===== src/rtl/width_gearbox.sv =====
// LSB-first bit-stream width converter: IN_W-bit words in, OUT_W-bit words out,
// with a flush that drains the residue as a zero-padded word tagged out_last.
//
// state | meaning
// RUN   | normal streaming; inputs accepted while fewer than OUT_W bits are held
// DRAIN | flush in progress; no inputs, residual bits popped, last word tagged
module width_gearbox #(
  parameter int IN_W  = 8,
  parameter int OUT_W = 5,
  parameter int ACC_W = IN_W + OUT_W - 1,
  parameter int LVL_W = $clog2(ACC_W + 1)
) (
  input  logic             clk,
  input  logic             rst_n,
  input  logic [IN_W-1:0]  in_data,
  input  logic             in_valid,
  output logic             in_ready,
  output logic [OUT_W-1:0] out_data,
  output logic             out_valid,
  input  logic             out_ready,
  output logic             out_last,
  input  logic             flush_req,
  output logic             flush_done,
  output logic [LVL_W-1:0] level
);

  localparam logic [0:0] RUN   = 1'b0;
  localparam logic [0:0] DRAIN = 1'b1;

  localparam logic [LVL_W-1:0] OUT_CNT = LVL_W'(OUT_W);
  localparam logic [LVL_W-1:0] IN_CNT  = LVL_W'(IN_W);

  logic [ACC_W-1:0] acc, acc_next;
  logic [LVL_W-1:0] cnt, cnt_next;
  logic [0:0]       state, state_next;
  logic             push, pop;
  logic             flush_done_next;

  assign in_ready  = (state == RUN) && (cnt < OUT_CNT);
  assign out_valid = (cnt >= OUT_CNT) || ((state == DRAIN) && (cnt != '0));
  assign out_last  = (state == DRAIN) && (cnt <= OUT_CNT) && (cnt != '0);
  assign out_data  = acc[OUT_W-1:0];
  assign level     = cnt;

  assign push = in_valid && in_ready;
  assign pop  = out_valid && out_ready;

  // Push and pop never coincide: in RUN they need opposite cnt ranges, in DRAIN in_ready is 0.
  always_comb begin
    acc_next = acc;
    cnt_next = cnt;
    if (push) begin
      acc_next = acc | (ACC_W'(in_data) << cnt);
      cnt_next = cnt + IN_CNT;
    end else if (pop) begin
      acc_next = acc >> OUT_W;
      cnt_next = (cnt >= OUT_CNT) ? (cnt - OUT_CNT) : '0;
    end
  end

  always_comb begin
    state_next = state;
    case (state)
      RUN:     if (flush_req) state_next = DRAIN;
      DRAIN:   if ((cnt == '0) || (pop && out_last)) state_next = RUN;
      default: state_next = RUN;
    endcase
  end

  assign flush_done_next = (state == DRAIN) && (state_next == RUN);

  always_ff @(posedge clk or negedge rst_n) begin
    if (!rst_n) begin
      acc        <= '0;
      cnt        <= '0;
      state      <= RUN;
      flush_done <= 1'b0;
    end else begin
      acc        <= acc_next;
      cnt        <= cnt_next;
      state      <= state_next;
      flush_done <= flush_done_next;
    end
  end

endmodule


===== config.mk =====
export PLATFORM = sky130hd
export DESIGN_NAME = width_gearbox
export DESIGN_NICKNAME = d
export VERILOG_FILES = /design/src/rtl/width_gearbox.sv
export SDC_FILE = /design/constraint.sdc
export NUM_CORES = 1
export LEC_CHECK = 0
export CORE_ASPECT_RATIO = 0.6
export CORE_MARGIN = 3
export CORE_UTILIZATION = 46
export DETAILED_ROUTE_END_ITERATION = 7
export GPL_TIMING_DRIVEN = 0
export HOLD_SLACK_MARGIN = 0.03
export PLACE_DENSITY_LB_ADDON = 0.2
export SKIP_LAST_GASP = 1
export SYNTH_ARGS = -nofsm -noshare
export SYNTH_HDL_FRONTEND = slang
export SYNTH_SLANG_ARGS = --single-unit

===== constraint.sdc =====
create_clock -name clk -period 2.2 [get_ports clk]
set_input_delay 0.33 -clock clk [delete_from_list [all_inputs] [get_ports clk]]
set_output_delay 0.33 -clock clk [all_outputs]
set_load 0.01 [all_outputs]

==> results.cfg, run 1 <==
[sta]
tightest_slew_ns = 0.813
setup_viol = 0
fin_crit_sh_pct = 99.4
rsz0062_at_grt = true
clock.fmax_ghz = 0.457
period_needed_ns = 2.19
tns_ns = 0
layout_setup_ws_ns = 0.0138
hold_viol = 0
slew_headroom_pct = 45.6
slew_violations = 0
fin_skew_ns = 0.0120

[setup_path]
critPathBufInv = 3
reg2reg_to = acc[1]
rrSetupSlack_ns = 0.03
worstPathArrival_ns = 1.86
end_kind = primary output
start_kind = register
critPathMaxFanout = 11
critical-path-max-stage-delay_ns = 0.51
crit_family = simple AND/OR/NAND/NOR gates
r2r-start = level[1]
cp.required_ns = 1.87
critPathKind = register to primary output
cp_slowest_cell = or4b_4
worst-r2r-cell-count = 8
crit_chain = buf_8 > clkinv_8 > ha_4 > or4b_4 > o31a_1 > buf_2

[yosys]
synth_edf_count = 0
netlist_area_um2 = 1290
syn_nets = 155
synth_warnings = 0
ys.flop_type = dfrtp_1
netlist_instances = 139
synthDistinctLibCells = 46
synth_top_area_cell = dfrtp_1
synth_common_cells = dfrtp_1, mux2i_1, nor2_1, nor3_1, a21oi_1
synthMostInstantiatedCell = dfrtp_1
yosysSeqAreaShare_pct = 34.9
synth_top_cell_area_share_pct = 34.9
synthTopCellsByArea = dfrtp_1, mux2i_1, buf_4, nor3_1, a21oi_1
async_reset_ff_share_pct = 100
syn_area_per_cell_um2 = 9.29
yosys_register_bits = 18

[global_routing]
grt_max_degree = 19
grt_pass1_vias = 1161
grt_overflow_total = 0
track_usage_pct = 24.2
use_met1_pct = 35.1
grt.met3_usage_pct = 6.62
top_usage_layer = met2
antenna_found_initial = 0
grt_pass1_wl_mm = 6.16
use_met2_pct = 36.5

[final_layout]
multi_input_area_um2 = 766
seq_area_um2 = 450
antenna_cells = 0
fin_area_um2 = 1750
syn2layout_area_growth_pct = 35.7
drive_above_1_share_pct = 21.4
nFillCells = 190
layout.nets = 190

[power_and_ir_drop]
leakagePower_uw = 0.000751
power_uw = 2650
power_density_nw_per_um2 = 1510
irDropWorstVdd_mv = 0.662

[outcome]
status = completed

[die]
fp-row-count = 14
dieHeight_um = 47.0
ioPinCount = 26
die_w_um = 74.4
start_util_pct = 49.8
coreArea_um2 = 2590
dieArea_um2 = 3500

[route]
drt-pass1-iter-count = 5
wire_per_inst_um = 19.4
first_iter_violations = 270
vias = 1301
wirelength_mm = 3.97
route.detailed.drc = 0
via_per_inst = 6.35
antenna_left = 0

[clock_network]
cts_tree = built
cts_hold_buffers = 0
clkSinkCount = 18
clock_path_buffers = 2
h-tree-depth = 1
cts-root-buf = clkbuf_8
cts.clk_slew.worst_paths_ns = 0.08
insertion_delay_ns = 0.26
numCtsBuffers = 3

[placed_design]
dpl_cell_area_um2 = 1610
place_congestion = 0.933
dp_hpwl_mm = 2.76
dp_slack_ns = -0.271
port_buffers = 25

[job]
maxCapViolations = 0

[hold_path]
hold_path.class = input pin to asynchronous set/reset pin
worst max-delay path by stage:
stage	startpoint	to	slack (ns)	cells after the start
2_1_floorplan	level[0]	acc[1]	0.01	8
3_3_place_gp	level[1]	out_valid	-0.24	6
3_5_place_dp	level[1]	out_valid	-0.27	6
4_1_cts	level[1]	in_ready	0.02	6
5_1_grt	level[1]	out_valid	-0.03	6
6_report	level[1]	out_valid	0.01	6
kinds of logic (layout without fill, tap and decap cells):
| group | count (synthesis) | after routing | share of synthesized area (%) |
|---|---|---|---|
| and+or+nand+nor | 49 | 49 | 21.8 |
| buffers and inverters | 20 | 54 | 8.91 |
| muxes | 15 | 15 | 12.8 |
| adders and majority gates | 3 | 3 | 2.91 |
| DFF | 18 | 18 | 34.9 |
| AOI/OAI and AO/OA | 34 | 34 | 18.7 |
metal layers:
layer | part of all wire, % | wire length, um
met1 | 44 | 1760
met5 | 0 | 0
met2 | 41 | 1640
met4 | 2.6 | 105
met3 | 12 | 467
registers in the layout, indices dropped and copies added, names as in the netlist:
signal,count
flush_done,1
level,4
acc,12
state,1
metrics by stage:
stage	std cells	util [%]	hold slack, ns
after floorplan	139	-	0.0344
after global placement	196	62.0	0.481
after detailed placement	196	62.0	0.497
after CTS	204	66.8	0.523
after global routing	205	67.6	0.538
final	205	67.6	0.528
timing repair:
| item | in CTS | in global routing |
|---|---|---|
| endpoints found under the setup margin | 13 | 3 |
| resized for setup | 14 | 3 |
| setup buffers | 5 | 1 |
layout make-up:
cell class,instances,area share (%)
inverter,5,2.07
buffer,14,6.43
timing repair buffer,31,16.6
clock buffer,4,3.14
tap,32,2.29
multi-input combinational,101,43.7
sequential,18,25.7
power by group:
part | internal (uW) | switching [uW] | leakage, uW
clock | 159 | 116 | 0.0000288
sequential | 478 | 128 | 0.000226
combinational | 853 | 912 | 0.000496
layout by cell type (no fill, tap or decap), types with 3 or more instances in the layout:
master,count
a211oi_1,3
a21oi_1,8
buf_2,4
buf_4,13
clkbuf_8,4
clkdlybuf4s50_1,22
dfrtp_1,18
inv_1,3
mux2i_1,12
nand2_1,7
nand2b_1,3
nand3_1,3
nor2_1,9
nor3_1,9
nor4_1,3
o21ai_0,6
o31ai_1,3
(Power assumes the default switching activity.)
==> run 2, diff against run 1 <==
--- a/config.mk
+++ b/config.mk
@@ -12,6 +12,7 @@
 export GPL_TIMING_DRIVEN = 0
 export HOLD_SLACK_MARGIN = 0.03
 export PLACE_DENSITY_LB_ADDON = 0.2
+export SKIP_CTS_REPAIR_TIMING = 1
 export SKIP_LAST_GASP = 1
 export SYNTH_ARGS = -nofsm -noshare
 export SYNTH_HDL_FRONTEND = slang
==> run 2 against run 1 <==
Net effect: first-iteration DRC count is 13% lower; die area stayed put; hold slack better by 0.0016 ns; maximum frequency is 0.56% higher; register-to-register slack better by 0.06 ns; worst setup slack better by 0.012 ns; sequential cell count stayed put; routed wire length is 11% higher; sequential power is 2% higher; combinational power is 9.7% higher; critical path type unchanged; critical path depth stayed put; critical endpoint unchanged; non-clock buffer count is 12 higher.
==> results.cfg, run 2 (synthesized netlist as in run 1, its figures left out) <==
[die]
dieHeight_um = 47.0
dieArea_um2 = 3500
coreArea_um2 = 2590
fp-row-count = 14
die_w_um = 74.4
start_util_pct = 49.8
ioPinCount = 26

[setup_path]
worstPathArrival_ns = 1.84
end_kind = primary output
cp.required_ns = 1.87
start_kind = register
critPathMaxFanout = 5
critPathKind = register to primary output

[final_layout]
antenna_cells = 0
largest_reg_flops = 12
syn2layout_area_growth_pct = 44.1
final_common_cell = buf_4
top_register = acc
drive_above_1_share_pct = 27.0
layout.nets = 202
fin_area_um2 = 1860
final_cell_mix = buf_4, clkdlybuf4s50_1, dfrtp_1

[global_routing]
antenna_found_initial = 0
grt_pass1_vias = 1127
grt_pass1_wl_mm = 5.81
track_usage_pct = 22.8
grt_overflow_total = 0
grt_max_degree = 19

[clock_network]
cts_tree = built
numCtsBuffers = 3
clkSinkCount = 18
insertion_delay_ns = 0.26
h-tree-depth = 1
cts.clk_slew.worst_paths_ns = 0.07
cts-root-buf = clkbuf_8
clock_path_buffers = 2

[outcome]
status = completed

[route]
via_per_inst = 6.44
wire_per_inst_um = 20.3
antenna_left = 0
route.detailed.drc = 0
wirelength_mm = 4.41
vias = 1397
first_iter_violations = 236
drt-pass1-iter-count = 6

[power_and_ir_drop]
power_density_nw_per_um2 = 1510
leakagePower_uw = 0.000822
irDropWorstVdd_mv = 0.670

[sta]
tightest_slew_ns = 0.808
clock.fmax_ghz = 0.460
rsz0062_at_grt = true
hold_viol = 0
fin_skew_ns = 0.00966
holdWs_ns = 0.530
setup_viol = 0
slew_violations = 0
slew_headroom_pct = 45.9
period_needed_ns = 2.17
fin_crit_sh_pct = 98.8

[placed_design]
dp_hpwl_mm = 2.76
place_congestion = 0.933
dpl_cell_area_um2 = 1610
port_buffers = 25

[job]
maxCapViolations = 0

[hold_path]
hold_path.class = input pin to asynchronous set/reset pin
==> run 2: changes by cell type in the layout (fill, tap and decap cells not counted), sizes merged <==
cell and change:
buf +11, clkbuf +1, clkinv +1, dlygate4sd2 -1, dlymetal6s2s +1, inv -1
==> run 2: final cells by class <==
class / count / area [um2]
Buffer: 14 / 114
Clock buffer: 4 / 55.1
Fill cell: 166 / 732
Inverter: 5 / 43.8
Multi-Input combinational cell: 101 / 753
Sequential cell: 18 / 452
Tap cell: 32 / 40.0
Timing Repair Buffer: 43 / 403
==> run 2: through the flow <==
step / TNS, ns / setup slack, ns / util (%) / power, uW / std cells
5_1_grt: -0.0538 / -0.0469 / 71.8 / 2960 / 217
3_5_place_dp: -0.714 / -0.271 / 62.0 / 2160 / 196
3_3_place_gp: -0.401 / -0.244 / 62.0 / 2120 / 196
2_1_floorplan: 0 / 0.0143 / - / 1620 / 139
4_1_cts: -1.86 / -0.556 / 64.1 / 2460 / 200
6_report: 0 / 0.0259 / 71.8 / 2820 / 217
==> run 2: worst paths after layout <==
kind | start | endpoint | slack, ns | cells after the start
hold reg to reg | acc[7] | acc[7] | 0.53 | 1
max in group asynchronous | rst_n | level[0] | 1.12 | 1
hold / removal | rst_n | level[2] | 0.53 | 1
setup / recovery | level[0] | out_valid | 0.03 | 6
min in group clk | acc[7] | acc[7] | 0.53 | 1
setup reg to reg | level[0] | acc[8] | 0.09 | 9
==> run 2: power by group <==
part / switching [uW] / total, uW / internal (uW)
clock: 114 / 274 / 159
sequential: 138 / 617 / 479
combinational: 956 / 1930 / 971
total: 1210 / 2820 / 1610
==> run 2: worst max-delay path, stage by stage (launching register included) <==
cell and delay [ns]:
dfrtp_2 0.46, buf_12 0.16, clkinv_8 0.05, ha_4 0.14
or4b_4 0.49, o31a_1 0.14, buf_2 0.15
==> run 2: metal layers <==
layer  GRT usage, %  routed length (um)
met1           33.2                1900
met3           5.34                 511
met5              0                   0
met4           4.61                 170
met2           34.7                1830
